==> src/rtl/pc_branch_sequencer.sv <==
// Drives the PC select code and operand: boot load, sequential fetch, stall hold,
// branch resolution into relative/absolute redirects, then a fixed flush window.
module pc_branch_sequencer #(
  parameter int               WIDTH        = 64,
  parameter logic [WIDTH-1:0] RESET_VECTOR = '0,
  parameter int               FLUSH_CYCLES = 2
) (
  input  logic             clock,
  input  logic             reset,
  input  logic             stall,
  input  logic             br_valid,
  output logic             br_ready,
  input  logic [2:0]       br_type,
  input  logic [WIDTH-1:0] br_offset,
  input  logic [WIDTH-1:0] br_target,
  input  logic             reg_zero,
  input  logic [3:0]       flags,
  input  logic [3:0]       cond,
  output logic [1:0]       PS,
  output logic [WIDTH-1:0] pc_in,
  output logic             taken,
  output logic             illegal
);

  localparam logic [1:0] PS_HOLD = 2'b00;
  localparam logic [1:0] PS_INC  = 2'b01;
  localparam logic [1:0] PS_LOAD = 2'b10;
  localparam logic [1:0] PS_REL  = 2'b11;

  localparam logic [2:0] T_B    = 3'd0;
  localparam logic [2:0] T_CBZ  = 3'd1;
  localparam logic [2:0] T_CBNZ = 3'd2;
  localparam logic [2:0] T_BC   = 3'd3;
  localparam logic [2:0] T_BR   = 3'd4;

  localparam int            CW         = (FLUSH_CYCLES > 1) ? $clog2(FLUSH_CYCLES + 1) : 1;
  localparam logic [CW-1:0] FLUSH_LAST = CW'(FLUSH_CYCLES);

  typedef enum logic [1:0] {BOOT, RUN, REDIRECT, FLUSH} state_t;

  state_t           state_q, state_d;
  logic [1:0]       ps_d;
  logic [WIDTH-1:0] pc_in_d;
  logic             ready_d, taken_d, illegal_d;
  logic [CW-1:0]    flush_cnt, flush_d;
  logic [2:0]       lat_type;
  logic [WIDTH-1:0] lat_offset, lat_target;
  logic             lat_load, accept, new_taken, redirect;
  logic [2:0]       sel_type;
  logic [WIDTH-1:0] sel_offset, sel_target;

  // flags = {N, Z, C, V}; odd codes invert the even base test, except 14/15 (always)
  function automatic logic cond_met(input logic [3:0] cc, input logic [3:0] f);
    logic n, z, c, v, base;
    n = f[3]; z = f[2]; c = f[1]; v = f[0];
    case (cc[3:1])
      3'd0:    base = z;
      3'd1:    base = c;
      3'd2:    base = n;
      3'd3:    base = v;
      3'd4:    base = c & ~z;
      3'd5:    base = (n == v);
      3'd6:    base = ~z & (n == v);
      default: base = 1'b1;
    endcase
    return (cc[3:1] == 3'd7) ? 1'b1 : (base ^ cc[0]);
  endfunction

  always_comb begin
    case (br_type)
      T_B, T_BR: new_taken = 1'b1;
      T_CBZ:     new_taken = reg_zero;
      T_CBNZ:    new_taken = ~reg_zero;
      T_BC:      new_taken = cond_met(cond, flags);
      default:   new_taken = 1'b0;
    endcase
  end

  assign accept = br_ready & br_valid;

  // A redirect issued straight from the accept cycle uses the live request fields.
  assign sel_type   = (state_q == REDIRECT) ? lat_type   : br_type;
  assign sel_offset = (state_q == REDIRECT) ? lat_offset : br_offset;
  assign sel_target = (state_q == REDIRECT) ? lat_target : br_target;

  always_comb begin
    state_d   = state_q;
    ps_d      = PS_HOLD;
    pc_in_d   = pc_in;
    ready_d   = 1'b0;
    taken_d   = 1'b0;
    illegal_d = 1'b0;
    flush_d   = flush_cnt;
    lat_load  = 1'b0;
    redirect  = 1'b0;

    case (state_q)
      BOOT: begin
        ps_d    = PS_LOAD;
        pc_in_d = RESET_VECTOR;
        state_d = RUN;
      end
      RUN: begin
        lat_load = accept;
        if (accept && new_taken) begin
          redirect = 1'b1;
        end else begin
          ps_d      = stall ? PS_HOLD : PS_INC;
          ready_d   = ~stall;
          illegal_d = accept & (br_type > T_BR);
        end
      end
      REDIRECT: redirect = 1'b1;
      FLUSH: begin
        if (flush_cnt == FLUSH_LAST) begin
          state_d = RUN;
          ps_d    = stall ? PS_HOLD : PS_INC;
          ready_d = ~stall;
        end else begin
          flush_d = flush_cnt + CW'(1);
        end
      end
      default: state_d = BOOT;
    endcase

    // Issue the redirect next cycle unless stalled; otherwise park in REDIRECT.
    if (redirect) begin
      if (stall) begin
        state_d = REDIRECT;
        ps_d    = PS_HOLD;
      end else begin
        taken_d = 1'b1;
        flush_d = '0;
        state_d = (FLUSH_CYCLES == 0) ? RUN : FLUSH;
        if (sel_type == T_BR) begin
          ps_d    = PS_LOAD;
          pc_in_d = sel_target;
        end else begin
          ps_d    = PS_REL;
          pc_in_d = sel_offset - WIDTH'(2);
        end
      end
    end
  end

  always_ff @(posedge clock) begin
    if (reset) begin
      state_q    <= BOOT;
      PS         <= PS_HOLD;
      pc_in      <= '0;
      br_ready   <= 1'b0;
      taken      <= 1'b0;
      illegal    <= 1'b0;
      flush_cnt  <= '0;
      lat_type   <= '0;
      lat_offset <= '0;
      lat_target <= '0;
    end else begin
      state_q   <= state_d;
      PS        <= ps_d;
      pc_in     <= pc_in_d;
      br_ready  <= ready_d;
      taken     <= taken_d;
      illegal   <= illegal_d;
      flush_cnt <= flush_d;
      if (lat_load) begin
        lat_type   <= br_type;
        lat_offset <= br_offset;
        lat_target <= br_target;
      end
    end
  end

endmodule

==> config.mk <==
export PLATFORM = sky130hd
export DESIGN_NAME = pc_branch_sequencer
export DESIGN_NICKNAME = d
export VERILOG_FILES = /design/src/rtl/pc_branch_sequencer.sv
export SDC_FILE = /design/constraint.sdc
export NUM_CORES = 1
export LEC_CHECK = 0
export ABC_AREA = 1
export CAP_MARGIN = 20
export CORE_UTILIZATION = 50
export CTS_CLUSTER_DIAMETER = 200
export DETAILED_ROUTE_END_ITERATION = 6
export HOLD_SLACK_MARGIN = 0.02
export PLACE_DENSITY = 0.77
export SLEW_MARGIN = 20
export SYNTH_ARGS = -nofsm -noshare
export SYNTH_HDL_FRONTEND = slang
export SYNTH_SLANG_ARGS = --single-unit
export TNS_END_PERCENT = 1
==> constraint.sdc <==
create_clock -name clock -period 2.8 [get_ports clock]
set_clock_uncertainty 0.1 [all_clocks]
set_input_delay 0.56 -clock clock [delete_from_list [all_inputs] [get_ports clock]]
set_output_delay 0.56 -clock clock [all_outputs]
set_load 0.02 [all_outputs]
## Word-level counts from Yosys, hierarchy flattened

Index checks and enable logic that the tools add are counted.
Widths: inputs -> output; s select.

- $add $sub $neg: 2
- Equal/unequal tests: 18
- Reduce and logical (&&, ||, !) cells: 9
- Order comparisons: 1
- Bitwise logic cells: 10
- Multiplexer cells: 33

Operators with widths:

| cell | number |
|---|---|
| $mux 64 | 6 |
| $sub 64x2->64 const B | 1 |
| $eq 3x3->1 const B | 6 |
| $mux 2 | 8 |
| $eq 3x2->1 const B | 4 |
| $mux 1 | 12 |
| $pmux 1 s7 | 1 |
| $eq 2x2->1 const B | 3 |
| $eq 3x1->1 const B | 2 |
| $logic_not 3->1 | 2 |
| $pmux 2 s3 | 1 |
| $not 1->1 | 5 |
| $and 1x1->1 | 4 |
| $pmux 1 s2 | 2 |
| $pmux 1 s4 | 1 |
| $pmux 2 s2 | 1 |
| $reduce_or 2->1 | 2 |
| $gt 3x3->1 const B | 1 |
| $mux 3 | 1 |
| $ne 3x3->1 const B | 1 |
| $reduce_bool 3->1 | 1 |
| $reduce_or 3->1 | 1 |
| $add 2x1->2 const B | 1 |
| $eq 2x1->1 const B | 1 |
| other kinds (5) | 5 |

- Output and inout bits: 69
- Bits of input ports: 144
- Register bits after elaboration: 204

## Logic depth before layout (Yosys ltp)

Gate-level depths: netlist of the first run.

- Word-level depth: 12
- Gate-level depth with buffers: 21
- Depth with buffers taken out: 20

## Worst setup path before layout of the first run

No wires, ideal clock.

- Kind: register to register
- From: register state_q[0]
- To: register pc_in[63]
- Setup time: 0.064 ns
- Required time: 2.636 ns
- Cell stages (with the launch flop): 17
- Setup slack: 0.259 ns
- Clock period less this slack: 2.541 ns
- Arrival: 2.378 ns
- Path buffers: 1
- Cell sequence: dfxtp_1 -> inv_1 -> ha_1 -> buf_6 -> o21ai_1 -> ha_1 -> inv_1 -> nor2_4 -> nand2_1 -> nor2_2 -> nand2_1 -> nor3_2 -> xnor2_1 -> nand2_1 -> nand2_1 -> nor2_1 -> nor2_1

- Longest elaborated chain between the ends: 6
- Elaborated cells between the ends (all ways): 13
- Those cells by class: add/sub (1); eq/ne (3); mux (8); reduce/logical (1)

RTL lines:

| element | line | source |
|---|---|---|
| start: declaration | 41 | `state_t state_q, state_d;` |
| start signal: assignment | 159 | `state_q <= state_d;` |
| $eq 2x2->1 | n/a |  |
| $mux 64 or $mux 3 (tied branches) | 83, 82 |  |
| $sub 64x2->64 or $eq 3x3->1 (tied branches) | 140, 135 |  |
| $mux 64 | 135 | `if (sel_type == T_BR) begin` |
| $mux 64 | 128 | `if (stall) begin` |
| $mux 64 * | 127 | `if (redirect) begin` |
| end signal: assignment | 161 | `pc_in <= pc_in_d;` |
| end: declaration | 20 | `output logic [WIDTH-1:0] pc_in,` |

Mark *: on every way between the ends. The rest lies on a longest branch, timed or not.
A chain may end at the register's enable or synchronous reset.

## Worst setup path in the final report of the first run

- From: register state_q[0]
- To: register pc_in[54]

The elaborated chain is that of the path after synthesis.

==> results.py, run 1 <==
metrics = {
    "sta": {
        "relSlewSlack_pct": 50.18,
        "layout_setup_ws_ps": -46.61,
        "timing.final.crit_share_pct": 101.7,
        "worstMarginPinSlew_ps": 747.2,
        "rsz0062_at_grt": "true",
        "setup_viol": 7,
        "max_freq_mhz": 351.3,
        "drv_slew": 0,
        "hold_violations": 0,
        "finalCriticalPeriod_ps": 2847,
    },
    "placement": {
        "place_inst": 2931,
        "portBuffers": 212,
        "hpwl_mm": 36.64,
        "gp_congestion": 0.9683,
    },
    "routing": {
        "wl_per_cell_um": 16.61,
        "drt_pass1_iterations": 7,
        "post-route-drc-count": 0,
        "drt-total-wl_mm": 49.46,
        "ant_nets": 0,
        "routed_via_density": 5.335,
        "vias": 15890,
        "drtIter0Drc": 1523,
    },
    "die": {
        "core_area_mm2": 0.02547,
        "start_util_pct": 51.56,
        "ios": 213,
        "die_y_um": 164.1,
        "rows": 58,
        "dieArea_mm2": 0.02692,
        "die_w_um": 164.1,
    },
    "synthesis": {
        "synthTopCellsByArea": "dfxtp_1 31%, nand2_1 24%, o21ai_0 8.0%, inv_1 7.7%, a21oi_1 7.1%",
        "yosysTopAreaCell": "dfxtp_1",
        "syn_inst": 2303,
        "synth_top_area_share_pct": 31.10,
        "avgSynthCellArea_um2": 5.702,
        "synth_fp_nets": 2454,
        "synth-seq-cells": 204,
        "yosys_warnings": 0,
        "netlist_area_mm2": 0.01313,
        "synth.distinct_cells": 36,
        "yosysSeqAreaShare_pct": 31.10,
    },
    "grt": {
        "grt_use_total_pct": 35.86,
        "grt_pass1_vias": 14700,
        "gr-total-overflow": 0,
        "grt_max_degree": 115,
        "grt_first_pass_wirelength_mm": 75.57,
        "antenna_found_initial": 0,
    },
    "cells_and_area": {
        "ff_latch_area_mm2": 0.004085,
        "fin_cells": 2978,
        "area_delta_synth_final_pct": 39.07,
        "n_fill_cell": 2270,
        "final_layout_size_suffix_gt1_share_pct": 15.82,
        "multi_input_area_mm2": 0.007883,
        "diodes": 0,
        "nets": 2784,
        "fin_util_pct": 71.70,
    },
    "setup_path": {
        "path_class": "flop to flop",
        "reg2reg_slack_ps": -50,
        "r2r-end": "pc_in[54]$_SDFF_PP0_",
        "crit_required_ps": 3080,
        "end_kind": "flop",
        "crit_fanout": 12,
        "start_kind": "flop",
        "ff2ff_path_depth": 19,
        "arrival_ps": 3120,
        "r2r-start": "state_q[0]$_SDFFE_PP0P_",
    },
    "power_and_ir_drop": {
        "leakage_nw": 7.826,
        "total_power_w": 0.007240,
        "p_per_area_mw_per_mm2": 396.4,
        "ir_worst_vdd_mv": 0.5104,
    },
    "worst_hold_path": {
        "hold_path_depth": 2,
        "worstHoldPathType": "flop to flop",
        "worst_hold_startpoint": "lat_offset[59]$_SDFFE_PP0P_",
        "hold_path_end": "lat_offset[59]$_SDFFE_PP0P_",
    },
    "clocking": {
        "cts.sinks": 204,
        "h-tree-depth": 1,
        "path_clk_slew_ps": 60,
        "root_buffer": "clkbuf_16",
        "cts_buffers": 23,
        "clock_latency_ps": 530,
        "clockBufferDepth": 3,
        "cts_tree": "done",
    },
    "status": {
        "status": "complete, but fails checks",
        "violations": "negative setup slack",
    },
    "job": {
        "maxCapViolCount": 0,
    },
}
[Yosys cell counts (all sizes together)]
library cell / number
a21boi: 2
a21oi: 185
and3: 1
buf: 33
clkbuf: 96
clkinv: 3
dfxtp: 204
ha: 7
inv: 284
mux2: 1
mux2i: 1
nand2: 832
nand3: 100
nand3b: 7
nand4: 29
nor2: 240
nor3: 7
o211ai: 23
o21a: 2
o21ai: 230
o21bai: 2
o31ai: 1
or2: 1
xnor2: 3
xor2: 9
[critical path, stage by stage, from the launching register on]
cell,delay [ps]
dfxtp_1,320
inv_2,80
ha_4,260
inv_8,90
buf_12,160
buf_12,130
nand2_1,120
nand2_2,100
nor2_2,150
nand2_2,120
nor2_4,190
nand2_1,80
nor2_1,170
nand2_1,70
nand2_1,60
nand3_1,130
nand2_1,100
nand4_1,100
nand2_1,100
nor2_1,40
[worst max-delay path by stage]
stage	slack, ps	cells after the start	start	to
2_1_floorplan	260	16	state_q[0]$_SDFFE_PP0P_	pc_in[63]$_SDFF_PP0_
3_3_place_gp	-230	13	br_offset[1]	pc_in[7]$_SDFF_PP0_
3_5_place_dp	-360	13	br_offset[1]	pc_in[7]$_SDFF_PP0_
4_1_cts	-70	16	state_q[0]$_SDFFE_PP0P_	pc_in[7]$_SDFF_PP0_
5_1_grt	-190	23	state_q[0]$_SDFFE_PP0P_	pc_in[55]$_SDFF_PP0_
6_report	-50	19	state_q[0]$_SDFFE_PP0P_	pc_in[54]$_SDFF_PP0_
[layout by cell type (no fill, tap or decap), types with 3 or more instances in the layout]
cell type	synthesis	layout
xnor2_1	3	3
clkbuf_1	96	4
nor2_4	4	22
clkdlybuf4s50_1	0	211
a21oi_1	185	184
inv_2	14	16
o211ai_1	23	23
clkbuf_16	0	27
nor2_1	225	165
buf_12	0	14
o21ai_1	19	24
nand2_1	828	789
nand3_1	98	90
dfxtp_1	204	203
nor3_1	6	3
nand4_1	29	29
clkbuf_8	0	5
nor2_2	11	53
ha_1	7	5
nand3_2	2	8
nor3_2	1	4
buf_6	6	3
inv_1	270	267
o21ai_0	211	204
nand2_2	4	41
nand3b_1	7	7
xor2_1	9	8
clkinv_2	0	5
buf_4	3	201
[power breakdown]
| part | total, W | switching [W] | leakage [nW] | internal (W) |
|---|---|---|---|---|
| registers | 0.00296 | 0.0000148 | 1.65 | 0.00294 |
| logic | 0.00119 | 0.000673 | 5.80 | 0.000513 |
| clock network | 0.00310 | 0.00127 | 0.378 | 0.00182 |
| total | 0.00724 | 0.00196 | 7.83 | 0.00528 |
[kinds of logic (layout without fill, tap and decap cells)]
logic type | after synthesis | in the layout | synth area share [%]
and+or+nand+nor | 1217 | 1217 | 37.22
AOI/OAI and AO/OA | 445 | 445 | 17.56
buffers and inverters | 416 | 761 | 12.49
DFF | 204 | 204 | 31.10
xor gates and xnor gates | 12 | 12 | 0.8004
adders and majority gates | 7 | 7 | 0.6669
muxes | 2 | 2 | 0.1620
[sequential cells by signal, summed over array words and instances (netlist names)]
signal / flops
br_ready: 1
state_q: 2
lat_offset: 64
pc_in: 64
PS: 2
illegal: 1
lat_target: 64
flush_cnt: 2
lat_type: 3
taken: 1
[layout make-up]
cell class	count	area share (%)
inverters	287	5.953
well taps	330	2.261
flip-flops and latches	204	22.37
clock buffers	32	3.610
multi-input cells	1683	43.16
repair buffers	434	22.12
clock inverters	8	0.5275
[stage by stage]
stage / cell area [um^2] / TNS, ps / hold slack (ps) / setup slack [ps]
2_1_floorplan: 13130 / 0 / 323.9 / 258.6
3_3_place_gp: 16910 / -6792 / 330.7 / -231.2
3_5_place_dp: 16910 / -10270 / 336.6 / -362.1
4_1_cts: 17750 / -264.0 / 345.3 / -70.15
5_1_grt: 18260 / -6248 / 356.4 / -190.9
6_report: 18260 / -117.8 / 344.6 / -46.61
[layer usage]
| metal | GRT usage, % | share of wire (%) | wire, um | vias up |
|---|---|---|---|---|
| met5 | 0 | 0 | 0 | - |
| met2 | 62.98 | 48 | 23890 | 636 |
| met4 | 15.87 | 4.9 | 2440 | 0 |
| met3 | 3.990 | 6.6 | 3241 | 121 |
| li1 | - | - | - | 7885 |
| met1 | 43.86 | 40 | 19890 | 7246 |
[timing repair]
item                                    in CTS  in global routing
gates cloned                                 0                  4
endpoints found under the setup margin      58                 63
gates resized for setup                     25                130
hold buffers                                 0                  0
pin swaps                                    0                 24
buffers inserted                             0                  3
Power figures use the tool's default switching activity.
==> inputs of run 2 (changes only) <==
==> constraint.sdc (replaced) <==
create_clock -name clock -period 3.5 [get_ports clock]
set_clock_uncertainty 0.1 [all_clocks]
set_input_delay 0.7 -clock clock [delete_from_list [all_inputs] [get_ports clock]]
set_output_delay 0.7 -clock clock [all_outputs]
set_load 0.02 [all_outputs]
==> results.py, run 2 (synthesis gave the netlist of run 1 again) <==
metrics = {
    "status": {
        "status": "finished, final reports clean",
    },
    "power_and_ir_drop": {
        "ir_worst_vdd_mv": 0.3063,
        "swShare_pct": 26.74,
        "power.share.clock_pct": 44.3,
        "leakage_nw": 6.892,
        "p_comb_share_pct": 14.1,
        "switchingPower_w": 0.001520,
        "power_frac_seq_pct": 41.6,
        "p_per_area_mw_per_mm2": 345.8,
        "p_int_w": 0.004165,
    },
    "sta": {
        "drv_slew": 0,
        "rsz0062_at_grt": "false",
        "setup_viol": 0,
        "worstMarginPinSlew_ps": 882.9,
        "timing.final.crit_share_pct": 94.49,
        "max_freq_mhz": 302.4,
        "setup_tns_ps": 0,
        "relSlewSlack_pct": 40.78,
        "layout_setup_ws_ps": 192.7,
        "hold_violations": 0,
        "finalCriticalPeriod_ps": 3307,
    },
    "clocking": {
        "hold_buffers": 0,
        "cts_resized": 0,
        "cts_setup_buffers": 0,
        "cts_tree": "done",
        "path_clk_slew_ps": 60,
        "h-tree-depth": 1,
        "cts_buffers": 24,
        "clockBufferDepth": 3,
        "root_buffer": "clkbuf_16",
        "clock_latency_ps": 540,
        "cts.sinks": 204,
    },
    "die": {
        "dieArea_mm2": 0.02692,
        "ios": 213,
        "start_util_pct": 51.56,
        "rows": 58,
        "die_y_um": 164.1,
        "core_area_mm2": 0.02547,
        "die_w_um": 164.1,
    },
    "setup_path": {
        "crit_required_ps": 3800,
        "crit_chain": "inv_1 -> ha_2 -> buf_12 -> buf_4 -> nand2_1 -> nand2_1 -> nand2_1 -> nor2_1 -> nand2_1 -> nor3_1 -> buf_4 -> nand2_1 -> nand2_1 -> nand3_1 -> nand2_1 -> nand4_1 -> nand2_1 -> nor2_1",
        "arrival_ps": 3600,
        "path_buf_inv": 4,
        "end_kind": "flop",
        "cp_common_cell": "nand2_1",
        "cpLargestDelayFamily": "simple AND/OR/NAND/NOR gates",
        "crit_fanout": 39,
        "path_class": "flop to flop",
        "crit_slowest_cell": "dfxtp_1",
        "crit_path_max_incr_delay_ps": 330,
        "start_kind": "flop",
    },
    "grt": {
        "gr-total-overflow": 0,
        "antenna_found_initial": 0,
        "grt_pass1_vias": 13920,
        "grt_max_degree": 95,
        "grt_use_total_pct": 34.35,
        "grt_first_pass_wirelength_mm": 72.51,
    },
    "placement": {
        "hpwl_mm": 34.75,
        "dp_slack_ps": 217.2,
        "gp_congestion": 1.012,
        "portBuffers": 212,
    },
    "cells_and_area": {
        "final_common_cell": "nand2_1",
        "top_regs": "lat_offset x64, lat_target x64, pc_in x64",
        "nets": 2618,
        "diodes": 0,
        "final_layout_size_suffix_gt1_share_pct": 5.399,
        "n_fill_cell": 2429,
        "area_delta_synth_final_pct": 25.19,
        "final_cell_mix": "827 x nand2_1, 269 x inv_1, 225 x nor2_1",
    },
    "routing": {
        "drt_pass1_iterations": 6,
        "drt-total-wl_mm": 46.45,
        "routed_via_density": 5.359,
        "vias": 15070,
        "ant_nets": 0,
        "wl_per_cell_um": 16.52,
        "post-route-drc-count": 0,
        "drtIter0Drc": 1413,
    },
    "worst_hold_path": {
        "worstHoldPathType": "flop to flop",
    },
    "job": {
        "maxCapViolCount": 0,
    },
}
## run 2: changes by cell type in the layout (fill, tap and decap cells not counted), moves of 4 or more
cell	before	now
nor2_4	22	4
nand2_2	41	5
nand3_1	90	97
nand3_2	8	2
buf_12	14	10
nor2_2	53	11
o21ai_1	24	19
nand2_1	789	827
nor2_1	165	225
buf_4	201	45
o21ai_0	204	211
## run 2: metrics by stage
stage / util [%] / instance area, um^2 / hold WS [ps] / power, W / instances
finish: 64.54 / 16440 / 343.5 / 0.005685 / 2812
floorplan: - / 13130 / 323.9 / 0.002827 / 2303
global route: 64.54 / 16440 / 362.6 / 0.005878 / 2812
detailed placement: 61.47 / 15660 / 336.3 / 0.003205 / 2771
CTS: 64.54 / 16440 / 344.5 / 0.005693 / 2812
global placement: 61.47 / 15660 / 331.0 / 0.003195 / 2771
## run 2: final cells by class
cell class	count	area [um^2]	share of cell area [%]
clock buffers	36	726.9	4.422
repair buffers	267	2655	16.15
inverters	287	1080	6.568
flip-flops and latches	204	4084	24.84
clock inverters	5	56.30	0.3425
multi-input cells	1683	7426	45.17
well taps	330	412.9	2.511
## run 2: power groups by stage
stage	registers [W]	clock network, W	logic, W
after floorplan	0.00242	0	0.000412
after detailed placement	0.00242	0	0.000790
final	0.00236	0.00252	0.000803
after global routing	0.00237	0.00263	0.000881
after CTS	0.00236	0.00253	0.000795
after global placement	0.00241	0	0.000781
## run 2: per-layer routing
| metal | track usage (%) | wire (um) | vias up |
|---|---|---|---|
| met3 | 3.409 | 3046 | 102 |
| li1 | - | - | 7549 |
| met1 | 43.80 | 19620 | 6835 |
| met4 | 14.73 | 2084 | 0 |
| met2 | 58.71 | 21700 | 584 |
| met5 | 0 | 0 | - |
## run 2: tightest hold or removal path, stage by stage (launching register included)
cell     delay, ps
dfxtp_1        310
inv_1           50
a21oi_1         50
## run 2: worst paths after layout
kind | start | endpoint | slack, ps | cells after the start
max | state_q[0]$_SDFFE_PP0P_ | pc_in[51]$_SDFF_PP0_ | 190 | 18
min | lat_offset[13]$_SDFFE_PP0P_ | lat_offset[13]$_SDFFE_PP0P_ | 340 | 2
max reg2reg | state_q[0]$_SDFFE_PP0P_ | pc_in[51]$_SDFF_PP0_ | 190 | 18
min reg2reg | lat_offset[13]$_SDFFE_PP0P_ | lat_offset[13]$_SDFFE_PP0P_ | 340 | 2
==> inputs of run 3 (changes only) <==
--- a/config.mk
+++ b/config.mk
@@ -6,7 +6,7 @@
 export NUM_CORES = 1
 export LEC_CHECK = 0
 export ABC_AREA = 1
-export CAP_MARGIN = 20
+export CORE_ASPECT_RATIO = 1.75
 export CORE_UTILIZATION = 50
 export CTS_CLUSTER_DIAMETER = 200
 export DETAILED_ROUTE_END_ITERATION = 6
==> results.py, run 3 (synthesis gave the netlist of run 1 again) <==
metrics = {
    "status": {
        "status": "finished, final reports clean",
    },
    "setup_path": {
        "crit_required_ps": 3840,
        "end_kind": "flop",
        "crit_slowest_cell": "dfxtp_1",
        "start_kind": "flop",
        "crit_chain": "inv_1 -> ha_2 -> inv_6 -> buf_12 -> buf_4 -> buf_4 -> o21ai_1 -> nor2_1 -> nand2_1 -> nor2_1 -> nand2_1 -> nor2_1 -> nand2_1 -> nand2_1 -> nand3_1 -> nand2_1 -> nand2_1 -> nand2_1 -> nand2_1 -> a21oi_1",
        "path_buf_inv": 5,
        "cp_common_cell": "nand2_1",
        "crit_fanout": 39,
        "crit_path_max_incr_delay_ps": 370,
        "path_class": "flop to flop",
        "arrival_ps": 3520,
        "cpLargestDelayFamily": "simple AND/OR/NAND/NOR gates",
    },
    "cells_and_area": {
        "area_delta_synth_final_pct": 24.53,
        "final_layout_size_suffix_gt1_share_pct": 5.625,
        "final_common_cell": "nand2_1",
        "final_cell_mix": "827 x nand2_1, 269 x inv_1, 225 x nor2_1",
        "top_regs": "lat_offset x64, lat_target x64, pc_in x64",
        "nets": 2627,
    },
    "worst_hold_path": {
        "worstHoldPathType": "flop to flop",
    },
    "sta": {
        "drv_slew": 0,
        "finalCriticalPeriod_ps": 3184,
        "timing.final.crit_share_pct": 90.98,
        "relSlewSlack_pct": 49.69,
        "hold_violations": 0,
        "max_freq_mhz": 314.1,
        "setup_viol": 0,
        "layout_setup_ws_ps": 315.8,
        "worstMarginPinSlew_ps": 754.7,
        "rsz0062_at_grt": "false",
        "setup_tns_ps": 0,
    },
    "clocking": {
        "root_buffer": "clkbuf_16",
        "cts_resized": 0,
        "cts_tree": "done",
        "hold_buffers": 0,
        "h-tree-depth": 1,
        "clock_latency_ps": 510,
        "path_clk_slew_ps": 60,
        "cts_buffers": 21,
        "cts.sinks": 204,
        "cts_setup_buffers": 0,
        "clockBufferDepth": 3,
    },
    "grt": {
        "gr-total-overflow": 0,
        "grt_pass1_vias": 13770,
        "grt_use_total_pct": 34.35,
        "grt_max_degree": 87,
        "grt_first_pass_wirelength_mm": 73.67,
        "antenna_found_initial": 1,
    },
    "power_and_ir_drop": {
        "p_per_area_mw_per_mm2": 326.5,
        "swShare_pct": 27.38,
        "p_int_w": 0.003878,
        "p_comb_share_pct": 15.1,
        "leakage_nw": 6.877,
        "switchingPower_w": 0.001462,
        "ir_worst_vdd_mv": 0.3931,
        "power_frac_seq_pct": 44.3,
        "power.share.clock_pct": 40.6,
    },
    "die": {
        "ios": 213,
        "dieArea_mm2": 0.02694,
        "die_w_um": 124.5,
        "rows": 78,
        "die_y_um": 216.4,
        "start_util_pct": 50.78,
        "core_area_mm2": 0.02586,
    },
    "routing": {
        "routed_via_density": 5.327,
        "vias": 14970,
        "ant_nets": 0,
        "drtIter0Drc": 1081,
        "drt_pass1_iterations": 5,
        "post-route-drc-count": 0,
        "drt-total-wl_mm": 47.43,
        "wl_per_cell_um": 16.88,
    },
    "placement": {
        "gp_congestion": 0.9621,
        "hpwl_mm": 36.51,
        "dp_slack_ps": 295.9,
        "portBuffers": 212,
    },
    "job": {
        "maxCapViolCount": 0,
    },
}
==> run 3: changes by cell type in the layout (fill, tap and decap cells not counted) <==
cell	before	now
clkbuf_16	25	21
buf_12	10	8
inv_6	0	1
clkinv_2	2	3
clkbuf_1	5	6
clkinv_4	1	0
inv_4	1	0
clkbuf_8	6	5
diode_2	0	1
bufinv_16	1	0
buf_4	45	59
==> run 3: path summary, 6_finish.rpt <==
check / cells after the start / endpoint / start / slack (ps)
min: 2 / lat_offset[55]$_SDFFE_PP0P_ / lat_offset[55]$_SDFFE_PP0P_ / 340
max: 20 / pc_in[62]$_SDFF_PP0_ / state_q[0]$_SDFFE_PP0P_ / 320
max reg2reg: 20 / pc_in[62]$_SDFF_PP0_ / state_q[0]$_SDFFE_PP0P_ / 320
min reg2reg: 2 / lat_offset[55]$_SDFFE_PP0P_ / lat_offset[55]$_SDFFE_PP0P_ / 340
==> run 3: worst register-to-register path, delay by kind of cell (launching register included) <==
family,cells,cell delay [ps]
adder cells (fa/ha/maj),1,290
flip-flops,1,370
AND/OR/NAND/NOR,12,1160
buffers and inverters,5,960
AO/OA/AOI/OAI,2,230
==> run 3: metal layers <==
layer | track usage [%] | part of all wire, % | vias to the layer above
li1 | - | - | 7558
met1 | 40.19 | 39 | 6809
met2 | 62.41 | 51 | 493
met3 | 2.641 | 4.3 | 108
met4 | 17.07 | 5.1 | 0
met5 | 0 | 0 | -
==> run 3: layout make-up <==
type                    count  area (um^2)
inverters                 287         1082
fillers                  2504         9508
well taps                 320        400.4
multi-input cells        1683         7426
repair buffers            279         2720
clock buffers              32        616.8
clock inverters             4        22.52
flip-flops and latches    204         4084
diodes                      1        2.502
==> run 3: power by group through the flow <==
stage               sequential, W  combinational (W)  clock, W
floorplan                 0.00242           0.000412         0
detailed placement        0.00242           0.000792         0
CTS                       0.00236           0.000797   0.00220
global placement          0.00241           0.000787         0
global route              0.00237           0.000886   0.00228
finish                    0.00236           0.000808   0.00217
==> run 3: stage by stage <==
| stage | cell area [um^2] | utilization (%) | instances | power [W] | hold WS [ps] |
|---|---|---|---|---|---|
| finish | 16350 | 63.24 | 2810 | 0.005339 | 341.8 |
| global route | 16350 | 63.24 | 2810 | 0.005531 | 355.0 |
| CTS | 16350 | 63.22 | 2809 | 0.005363 | 344.6 |
| detailed placement | 15710 | 60.75 | 2773 | 0.003207 | 334.9 |
| global placement | 15710 | 60.75 | 2773 | 0.003201 | 330.8 |
| floorplan | 13130 | - | 2303 | 0.002827 | 323.9 |
